### config.mk
export PLATFORM = sky130hd
export DESIGN_NAME = ula_sum_capture
export DESIGN_NICKNAME = d
export VERILOG_FILES = /design/src/rtl/ula_sum_capture.sv
export SDC_FILE = /design/constraint.sdc
export NUM_CORES = 1
export LEC_CHECK = 0
export ABC_AREA = 1
export CAP_MARGIN = 20
export CELL_PAD_IN_SITES_DETAIL_PLACEMENT = 1
export CELL_PAD_IN_SITES_GLOBAL_PLACEMENT = 1
export CORE_MARGIN = 2
export CORE_UTILIZATION = 33
export CTS_BUF_LIST = sky130_fd_sc_hd__clkbuf_4
export CTS_CLUSTER_SIZE = 30
export DETAILED_ROUTE_END_ITERATION = 7
export PLACE_DENSITY = 0.78
export SLEW_MARGIN = 20
export SYNTH_ARGS = -nofsm -noshare
export SYNTH_HDL_FRONTEND = slang
export SYNTH_SLANG_ARGS = --single-unit
### constraint.sdc
create_clock -name clk -period 1.8 [get_ports clk]
set_input_delay 0.45 -clock clk [delete_from_list [all_inputs] [get_ports clk]]
set_output_delay 0.45 -clock clk [all_outputs]
set_load 0.01 [all_outputs]
### src/rtl/ula_sum_capture.sv
// ula_sum_capture: registered result stage behind the ALU adder; stores sum + flags in a FIFO
//
// Ports:
//   clk, rst_n          clock, asynchronous active-low reset
//   sum_i [WIDTH:0]     adder sum, bit WIDTH is carry-out
//   a_msb_i, b_msb_i    operand sign bits used for signed overflow
//   in_valid/in_ready   producer handshake (in_ready = not full)
//   clear               synchronous flush, overrides push and pop
//   out_data/out_*      head entry result and flags, zero when empty
//   out_valid/out_ready consumer handshake
//   count               entries held
//
// Build option: define SUM_SATURATE_EN to clamp overflowing results to the signed limit.
module ula_sum_capture #(
    parameter int WIDTH = 8,
    parameter int DEPTH = 2
) (
    input  logic                       clk,
    input  logic                       rst_n,
    input  logic [WIDTH:0]             sum_i,
    input  logic                       a_msb_i,
    input  logic                       b_msb_i,
    input  logic                       in_valid,
    output logic                       in_ready,
    input  logic                       clear,
    output logic [WIDTH-1:0]           out_data,
    output logic                       out_carry,
    output logic                       out_zero,
    output logic                       out_neg,
    output logic                       out_ovf,
    output logic                       out_valid,
    input  logic                       out_ready,
    output logic [$clog2(DEPTH):0]     count
);
    localparam int PW = $clog2(DEPTH);
    localparam int CW = PW + 1;
    localparam int EW = WIDTH + 4;

    logic [EW-1:0]    mem [DEPTH];
    logic [PW-1:0]    wr_ptr, rd_ptr;
    logic             push, pop;
    logic             carry, zero, neg, ovf;
    logic [WIDTH-1:0] data;
    logic [EW-1:0]    head;

    assign in_ready  = (count != CW'(DEPTH));
    assign out_valid = (count != '0);
    assign push      = in_valid & in_ready;
    assign pop       = out_valid & out_ready;

    assign carry = sum_i[WIDTH];
    assign zero  = (sum_i[WIDTH-1:0] == '0);
    assign neg   = sum_i[WIDTH-1];
    assign ovf   = (a_msb_i == b_msb_i) & (sum_i[WIDTH-1] != a_msb_i);

`ifdef SUM_SATURATE_EN
    // Overflow direction follows the common operand sign: positive clamps high, negative low.
    assign data = ovf ? (a_msb_i ? {1'b1, {(WIDTH-1){1'b0}}} : {1'b0, {(WIDTH-1){1'b1}}})
                      : sum_i[WIDTH-1:0];
`else
    assign data = sum_i[WIDTH-1:0];
`endif

    // Storage needs no reset: count gates everything visible on the outputs.
    always_ff @(posedge clk) begin
        if (push && !clear)
            mem[wr_ptr] <= {carry, zero, neg, ovf, data};
    end

    always_ff @(posedge clk or negedge rst_n) begin
        if (!rst_n) begin
            count  <= '0;
            wr_ptr <= '0;
            rd_ptr <= '0;
        end else if (clear) begin
            count  <= '0;
            wr_ptr <= '0;
            rd_ptr <= '0;
        end else begin
            // Pointers wrap naturally since DEPTH is a power of two.
            count  <= count + CW'(push) - CW'(pop);
            wr_ptr <= wr_ptr + PW'(push);
            rd_ptr <= rd_ptr + PW'(pop);
        end
    end

    assign head = out_valid ? mem[rd_ptr] : '0;
    assign {out_carry, out_zero, out_neg, out_ovf, out_data} = head;
endmodule

# == Word level (Yosys, flattened, before mapping) ==
# Memory sizes are Yosys's and may differ from the RTL's.
# Index checks and enable logic that the tools add are counted.
# word_totals
reg_bits,4
mem_bits_rw,24
in_bits,16
output_inout_bits,16
wordCells,24
n_memories,1
# classes
n_addsub,4
eq_ne,3
mux,6
n_bitwise,3
reduce_logical,4
# mem_list
name,depth,width,read_ports,rd_ports_with_merged_regs,write_ports,line,source
mem,2,12,1,0,1,39,logic [EW-1:0] mem [DEPTH];
# ops
cell,n
12-bit two-way mux,1
8-bit logical NOT,1
1-bit two-way mux,4
1-bit AND,3
1-bit adder,2
2-bit by 1-bit adder with 2-bit output,1
2-bit two-way mux,1
2-bit inequality test (second input constant),1
2-bit nonzero test,1
2-bit by 1-bit subtractor with 2-bit output,1
1-bit == test,1
1-bit logical AND,1
1-bit logical NOT,1
1-bit inequality test,1

# == Depth between registers and ports, before layout ==
# Gate-level depths: netlist (run 1).
# logic_depth
word_depth,5
ltp_mapped,9

# == Worst setup path after synthesis (run 1) ==
# OpenSTA, ideal clock, no wires.
# synth_timing
path_kind,register to register
from,reg count[0]
to,"mem mem[0][0] in the netlist's numbering, enable pin"
setup_time_ps,393
arrival_ps,1491
slack_ps,-84
stages_incl_launch_ff,5
period_less_slack_ps,1884
path_cell_list,dfrtp_1 -> inv_1 -> nand2_2 -> nand2_1 -> nor3_1
# synth_via
elab_chain_cells,5
# synth_rtl
item,line,source
from (decl),33,output logic [$clog2(DEPTH):0] count
from (signal assigned),81,count <= count + CW'(push) - CW'(pop);
2-bit inequality test,46,assign in_ready = (count != CW'(DEPTH));
named net in_ready,24,"output logic in_ready,"
1-bit AND,48,assign push = in_valid & in_ready;
1-bit logical AND,66,if (push && !clear)
1-bit two-way mux,66,
1-bit two-way mux (implied by the code),67,"mem[wr_ptr] <= {carry, zero, neg, ovf, data};"
to (decl),39,
# The timed path passes the listed nets, and every way through them passes these cells.

# == Final worst setup path (run 1) ==
# layout_timing
from,reg count[1]
to,out out_data[0]
# layout_via
elab_chain_cells,2
# layout_rtl
item,line,source
2-bit nonzero test,47,assign out_valid = (count != '0);
12-bit two-way mux,87,assign head = out_valid ? mem[rd_ptr] : '0;
to (decl),26,"output logic [WIDTH-1:0] out_data,"
# Every way passes these cells.

==> flow_summary.ini, run 1 <==
[pwr]
pwr-share-comb_pct = 58.4
seqPwrFrac_pct = 31.9
p_leak_nw = 0.7118
ir_drop_mv = 0.6079
internal-power_w = 0.001522
clkPwrFrac_pct = 9.8
swShare_pct = 37.01
p_switching_w = 0.0008940
pwr_density_cell_nw_per_um2 = 1420

[finish]
n_antenna_cell = 0
fin_nets = 179
area_growth_pct = 49.29
finalNonFillerCells = 205
drive_gt1_share_pct = 37.11

[critical_path]
crit_buf_inv = 4
crit_chain = buf_6, nor2_4, buf_6, buf_6, a21oi_2, buf_2
max_stage_delay_ps = 410
cp-start-kind = register
slowest_stage = dfrtp_1
cp.required_ps = 1350
critPathKind = reg2out
crit_top_cell = buf_6
critPathMaxFanout = 4
worstPathArrival_ps = 1400
crit_path_end_kind = output port
critPathTopFamily = buffers and inverters

[detailed_routing]
drcViolationCount = 0
via_count = 951
wl_per_cell_microns = 15.21
drt-met1-wl_mm = 1.218
top_layer = met4
dr.pass1.iters = 4
vias_per_cell = 4.639
drt_iter0_drc = 25
routed-wl-met2_mm = 1.721
wirelength_mm = 3.119
drt.antenna.violating_nets = 0
met3_length_microns = 130

[die]
die_height_microns = 62.77
num_rows = 21
dieArea_sq_um = 3940
start_util_pct = 34.16
io_pins = 32
coreArea_sq_um = 3337
fp.dieW_microns = 62.77

[synth]
synth_edf_count = 22
yosys-top-cells-count = nand2_1 (32), edfxtp_1 (22), a21oi_1 (14)
synth_seq_cells = 26
synth_nets = 125
synth_top_area_share_pct = 57.96
synthCells = 107
avgSynthCellArea_sq_um = 10.65
ys.flop_type = edfxtp_1
yosys_warnings = 0
ys_async_sr_fraction_pct = 15.38
synth_cell_types = 14
synth_largest_area_cell = edfxtp_1
synthTopCellsByArea = edfxtp_1 (58%), nand2_1 (11%), dfrtp_1 (8.8%), a21oi_1 (6.1%), nor2_1 (4.3%)
yosys.cell_count.top_type = nand2_1
synth_area_sq_um = 1140
yosysSeqAreaShare_pct = 66.74

[sta]
slew_headroom_pct = 86.17
period_needed_ps = 1848
setup_slack_ps = -48.28
skew_ps = 2.933
rsz0062_at_grt = yes
hold_viol = 0
final-max-slew-violation-count = 0
fmax_mhz = 541.0
fin_crit_sh_pct = 102.7
setup_viol_count_final = 8
worst_pin_slew_ps = 206.8

[run_status]
outcome = finished, violations left
violations = negative setup slack

[cts]
cts-buffers-inserted = 3
clk_latency_ps = 310
clk_path_buf_depth = 2
cts_tree = done
h-tree-depth = 1
clk_pin_slew_ps = 130
holdBufCountCts = 0
clkSinkCount = 26
cts_root_buf = clkbuf_4

[placed_design]
dp_cells = 193
place_congestion = 0.7564
portBuffers = 31
place.detailed.hpwl_mm = 2.152
pre_cts_slack_ps = -101.8

[min_path]
hold_class = in2async

[grt]
grt.overflow.total = 0
antenna_found_initial = 0
grt_pass1_wl_mm = 4.795
first_global_vias = 983
grt_max_degree = 14
grtUsageTotal_pct = 15.82

[flow_run]
maxCapViolCount = 0
[worst reg2reg max path, delay by kind of cell (launching register included)]
kind,cells,cell delay (ps)
and+or+nand+nor,3,290
adders and majority gates,2,500
buffers and inverters,6,540
DFF,1,410
[final cells by class]
cell class	instances	area, sq um
clock buffer	3	22.52
fill	400	1635
inverter	9	33.78
multi-input combinational	68	382.9
sequential	26	760.7
tap	46	57.56
timing repair buffer	53	444.2
[registers in the layout, indices dropped and copies added, names as in the netlist]
name,cells
mem,22
count,2
rd_ptr,1
wr_ptr,1
[power by group through the flow]
stage	Clock (W)	Combinational, W	Sequential [W]
after floorplan	0	0.000490	0.000798
after CTS	0.000244	0.00123	0.000765
after detailed placement	0	0.00111	0.000779
final	0.000236	0.00141	0.000770
after global placement	0	0.00107	0.000774
after global routing	0.000278	0.00153	0.000776
[metrics by stage]
step	instance area (sq um)	setup TNS, ps	utilization [%]	hold WS (ps)	total power [W]
floorplan	1145	0	-	154.4	0.001288
global placement	1573	-96.45	47.13	536.0	0.001842
detailed placement	1573	-899.6	47.13	569.5	0.001890
CTS	1638	-603.0	49.08	326.9	0.002236
global route	1702	-1182	50.99	310.2	0.002580
finish	1702	-287.2	50.99	327.5	0.002416
[repair_timing]
action / in CTS / in global routing
endpoints found under the setup margin: 16 / 16
resized for setup: 62 / 24
setup buffers: 7 / 3
cloned: 0 / 0
pin swaps: 2 / 3
[cell usage in the layout (no fill, tap or decap)]
cell type	count
ha_4	2
nand3_2	1
nand2_1	31
inv_1	6
nor3_2	1
nor2_2	1
clkbuf_4	3
nand3_1	2
buf_4	11
a21oi_1	6
inv_2	3
a21oi_2	8
nor2_4	2
buf_2	12
buf_6	11
nand2_2	2
dfrtp_1	4
clkdlybuf4s50_1	15
nor2_1	12
dlygate4sd2_1	2
clkbuf_2	2
edfxtp_1	22
[path summary, 6_finish.rpt]
check,slack [ps],start,cells past startpoint,endpoint
setup reg to reg,10,count[1],11,count[0]
max in group asynchronous,1300,rst_n,1,count[1]
hold / removal,330,rst_n,1,wr_ptr
min in group clk,590,wr_ptr,2,wr_ptr
setup / recovery,-50,count[1],6,out_data[0]
hold reg to reg,590,wr_ptr,2,wr_ptr
[cells by family (layout without fill, tap and decap cells)]
group / count (synthesis) / count (layout) / share of synthesized area [%]
fa+ha+maj: 2 / 2 / 2.195
compound gates: 14 / 14 / 6.147
buf+inv: 13 / 65 / 6.256
simple gates: 52 / 52 / 18.66
flops: 26 / 26 / 66.74
[routing by layer]
metal  vias up  global-route usage [%]
met1       461                   17.68
li1        455                       -
met2        29                   30.78
met3         6                   3.063
met5         -                       0
met4         0                   3.333
No activity file was read; power rests on OpenSTA's default activity.
==> run 2: changes to the inputs <==
MAX_ROUTING_LAYER = met4   (was unset)
SLEW_MARGIN = unset   (was 20)
TNS_END_PERCENT = 1   (was unset)
==> run 2 against run 1 <==
  * The run now ends clean
  * Critical path type unchanged
  * Fmax up 3.9%
  * Critical path depth down 1
  * Wire length shrank 8.0%
  * Worst setup slack improved by 70 ps
==> flow_summary.ini, run 2 (same netlist as run 1, synthesis figures left out) <==
[detailed_routing]
drt.antenna.violating_nets = 0
drt_iter0_drc = 25
dr.pass1.iters = 4
wl_per_cell_microns = 14.43
drcViolationCount = 0
via_count = 908
vias_per_cell = 4.563
wirelength_mm = 2.871

[grt]
antenna_found_initial = 0
grt_max_degree = 14
first_global_vias = 945
grt.overflow.total = 0
grt_pass1_wl_mm = 4.650
grtUsageTotal_pct = 15.72

[critical_path]
r2r_setup_slack_ps = 140
cp-start-kind = register
cp.required_ps = 1350
worstReg2RegEnd = count[0]
crit_buf_inv = 3
r2r_cells = 9
critPathKind = reg2out
critPathMaxFanout = 6
crit_top_cell = buf_6
worstPathArrival_ps = 1330
slowest_stage = dfrtp_1
reg2reg_from = count[0]
critPathTopFamily = buffers and inverters
max_stage_delay_ps = 410
crit_path_end_kind = output port
crit_chain = buf_6, nor2_4, buf_6, a21oi_1, buf_2

[finish]
final_common_cell = nand2_1
fin_nets = 173
drive_gt1_share_pct = 28.76
n_antenna_cell = 0
largest_reg_flops = 22
final_cell_mix = nand2_1 (31), edfxtp_1 (22), clkdlybuf4s50_1 (15)
num-fill-cells = 408
regMostFlops = mem
final_area_sq_um = 1592
area_growth_pct = 39.63
final-seq-area_sq_um = 760.7
top_regs = mem x22, count x2
final_util_pct = 47.69
multi_input_area_sq_um = 342.8

[pwr]
p_leak_nw = 0.6741
ir_drop_mv = 0.5457
pwr_density_cell_nw_per_um2 = 1313

[sta]
hold_viol = 0
period_needed_ps = 1778
fin_crit_sh_pct = 98.79
worst_pin_slew_ps = 207.3
final-max-slew-violation-count = 0
fmax_mhz = 562.4
skew_ps = 3.344
whs_ps = 328.1
rsz0062_at_grt = yes
slew_headroom_pct = 86.14
setup_viol_count_final = 0

[min_path]
hold_class = in2async

[placed_design]
place_congestion = 0.7662
place.detailed.hpwl_mm = 2.152
postPlaceCellArea_sq_um = 1573
portBuffers = 31

[cts]
h-tree-depth = 1
clkSinkCount = 26
clk_latency_ps = 310
cts_root_buf = clkbuf_4
cts_tree = done
holdBufCountCts = 0
clk_pin_slew_ps = 130
cts-buffers-inserted = 3
clk_path_buf_depth = 2

[die]
dieArea_sq_um = 3940
coreArea_sq_um = 3337
num_rows = 21
die_height_microns = 62.77
start_util_pct = 34.16
io_pins = 32
fp.dieW_microns = 62.77

[flow_run]
maxCapViolCount = 0

[run_status]
outcome = finished clean
-- run 2: what timing repair did --
item / 4_1_cts / 5_1_grt
setup buffers: 2 / 3
endpoints found under the setup margin: 16 / 15
gates resized for setup: 43 / 23
pin swaps: 1 / 2
-- run 2: stage by stage --
stage / power [W] / std cells / setup slack (ps) / setup TNS (ps)
5_1_grt: 0.002247 / 199 / -59.37 / -458.8
6_report: 0.002090 / 199 / 21.82 / 0
2_1_floorplan: 0.001288 / 107 / 215.2 / 0
3_5_place_dp: 0.001890 / 193 / -101.8 / -899.6
4_1_cts: 0.002076 / 198 / -152.3 / -604.5
3_3_place_gp: 0.001842 / 193 / -33.73 / -96.45
-- run 2: area by class of cell --
class,count,area share [%]
Tap cell,46,3.616
Clock buffer,3,1.415
Sequential cell,26,47.80
Timing Repair Buffer,47,23.51
Inverter,9,2.123
Multi-Input combinational cell,68,21.54
-- run 2: how the worst max path moves through the flow --
stage | endpoint | depth (start not counted) | slack, ps | start
after global routing | out_carry | 5 | -60 | count[0]
after floorplan | mem[1][0] | 4 | 220 | count[0]
after CTS | out_data[2] | 5 | -150 | count[0]
after detailed placement | out_zero | 5 | -100 | rd_ptr
final | out_carry | 5 | 20 | count[0]
after global placement | out_zero | 5 | -30 | rd_ptr
-- run 2: power breakdown --
part | switching [W] | internal (W) | total [W]
Clock | 0.000158 | 0.0000782 | 0.000236
Combinational | 0.000588 | 0.000496 | 0.00108
Sequential | 0.0000404 | 0.000731 | 0.000771
-- run 2: worst reg2reg max path, cell delays in order, from the launching register on --
cell,delay (ps)
dfrtp_1,410
buf_6,120
nor2_4,140
buf_4,170
nor2_4,40
ha_1,260
inv_1,40
ha_1,260
inv_1,70
nor2_1,40
-- run 2: per-layer routing --
metal	up-vias	global-route usage (%)	share of wire (%)
met5	-	-	0
met4	0	3.333	0.42
met3	2	2.883	4.0
met2	24	29.17	55
met1	440	17.58	41
li1	442	-	-
==> run 3: changes to the inputs <==
PLACE_DENSITY = 0.8   (was 0.78)
==> run 3 against run 2 <==
  * Flip-flop and latch count unchanged
  * Combinational power decreased by 6%
  * Critical path depth is the same
  * Clock skew up 0.78 ps
  * Core utilization is 0.23 points higher
  * Clock-buffer cell count did not move
  * Critical path type unchanged
  * Critical endpoint is now out_zero
  * Largest power group unchanged
==> flow_summary.ini, run 3 (same netlist as run 1, synthesis figures left out) <==
[grt]
top_usage_layer = met2
grt_pass1_wl_mm = 4.202
gr-usage-met2_pct = 25.67
antenna_found_initial = 0
grt.overflow.total = 0
met1_usage_pct = 16.06
globalRouteMet3Util_pct = 2.523
first_global_vias = 941
grt_max_degree = 15
grtUsageTotal_pct = 14.33

[placed_design]
place.detailed.hpwl_mm = 2.032
pre_cts_slack_ps = -99.95
portBuffers = 31
place_congestion = 0.8329

[sta]
setup_slack_ps = 54.51
period_needed_ps = 1745
slew_headroom_pct = 84.54
hold_viol = 0
setup_viol_count_final = 0
fmax_mhz = 572.9
skew_ps = 4.123
final-max-slew-violation-count = 0
worst_pin_slew_ps = 230.7
rsz0062_at_grt = yes
fin_crit_sh_pct = 96.97

[detailed_routing]
wl_per_cell_microns = 13.36
wirelength_mm = 2.631
drt_iter0_drc = 33
drcViolationCount = 0
drt.antenna.violating_nets = 0
via_count = 919
vias_per_cell = 4.665
dr.pass1.iters = 4

[die]
coreArea_sq_um = 3337
die_height_microns = 62.77
fp.dieW_microns = 62.77
dieArea_sq_um = 3940
io_pins = 32
start_util_pct = 34.16
num_rows = 21

[critical_path]
crit_path_end_kind = output port
cp-start-kind = register
crit_chain = inv_2, buf_6, nand2_1, a21oi_2, buf_2
cp.required_ps = 1350
slowest_stage = dfrtp_1
max_stage_delay_ps = 440
r2r_cells = 9
critPathMaxFanout = 8
critPathKind = reg2out
worstPathArrival_ps = 1300

[cts]
holdBufCountCts = 0
postCtsSetupBuffers = 0
clkSinkCount = 26
cts_root_buf = clkbuf_4
h-tree-depth = 1
cts_tree = done
cts-buffers-inserted = 3
clk_latency_ps = 320
clk_path_buf_depth = 2
clk_pin_slew_ps = 130

[finish]
final_util_pct = 47.92
drive_gt1_share_pct = 30.46
largest_reg_flops = 22
final_common_cell = nand2_1
fin_nets = 170
top_regs = mem x22, count x2
n_antenna_cell = 0
final_cell_mix = nand2_1 (31), edfxtp_1 (22), clkdlybuf4s50_1 (15)
area_growth_pct = 40.29
regMostFlops = mem

[min_path]
hold_class = in2async

[pwr]
ir_drop_mv = 0.5337
pwr_density_cell_nw_per_um2 = 1280
p_leak_nw = 0.6682
p_total_w = 0.002047

[run_status]
outcome = finished clean

[flow_run]
maxCapViolCount = 0
run 3: changes by cell type in the layout (fill, tap and decap cells not counted):
cell and change:
a21oi_4 +1, nand2_4 +1, buf_6 +1, clkinv_1 +1, clkbuf_2 -2, a21oi_1 -4, nand2_2 -1, buf_2 +3
clkdlybuf4s15_1 -1, buf_4 -4, a21oi_2 +3
run 3: metal layers:
metal | share of wire [%] | wire length, microns | vias up
met5 | 0 | 0 | -
met4 | 2.1 | 55 | 0
met3 | 3.9 | 102 | 6
met2 | 51 | 1352 | 30
met1 | 43 | 1121 | 440
li1 | - | - | 443
run 3: repair_timing:
item	CTS	global route
endpoints found under the hold margin	0	0
resized for setup	39	36
pin swaps	0	1
setup endpoints to repair	16	14
run 3: through the flow:
| stage | TNS (ps) | instances | instance area (sq um) | hold WS [ps] |
|---|---|---|---|---|
| 2_1_floorplan | 0 | 107 | 1145 | 154.4 |
| 3_3_place_gp | -377.6 | 193 | 1573 | 538.4 |
| 3_5_place_dp | -949.6 | 193 | 1573 | 554.5 |
| 4_1_cts | -555.7 | 197 | 1580 | 326.3 |
| 5_1_grt | -308.8 | 197 | 1599 | 304.6 |
| 6_report | 0 | 197 | 1599 | 330.5 |
run 3: final timing paths:
path | from | end | slack (ps)
hold / removal | rst_n | wr_ptr | 330
setup reg to reg | count[0] | count[1] | 150
setup / recovery | rd_ptr | out_zero | 50
hold reg to reg | wr_ptr | wr_ptr | 580
min in group clk | wr_ptr | wr_ptr | 580
max in group asynchronous | rst_n | count[1] | 1280
run 3: final cells by class:
| type | instances | area, sq um |
|---|---|---|
| fillers | 393 | 1738 |
| flip-flops and latches | 26 | 760.7 |
| multi-input cells | 68 | 370.4 |
| repair buffers | 44 | 350.3 |
| well taps | 46 | 57.56 |
| inverters | 9 | 33.78 |
| clock buffers | 3 | 22.52 |
| clock inverters | 1 | 3.754 |
run 3: power by group:
| group | switching, W | internal (W) | total (W) |
|---|---|---|---|
| Sequential | 0.0000453 | 0.000731 | 0.000776 |
| Clock | 0.000166 | 0.0000813 | 0.000247 |
| Combinational | 0.000577 | 0.000447 | 0.00102 |
| Total | 0.000788 | 0.00126 | 0.00205 |
run 3: worst max-delay path: cells and delay by family, from the launching register on:
kind	cells	cell delay, ps
DFF	1	440
AOI/OAI and AO/OA	1	130
buffers and inverters	3	340
and+or+nand+nor	1	60
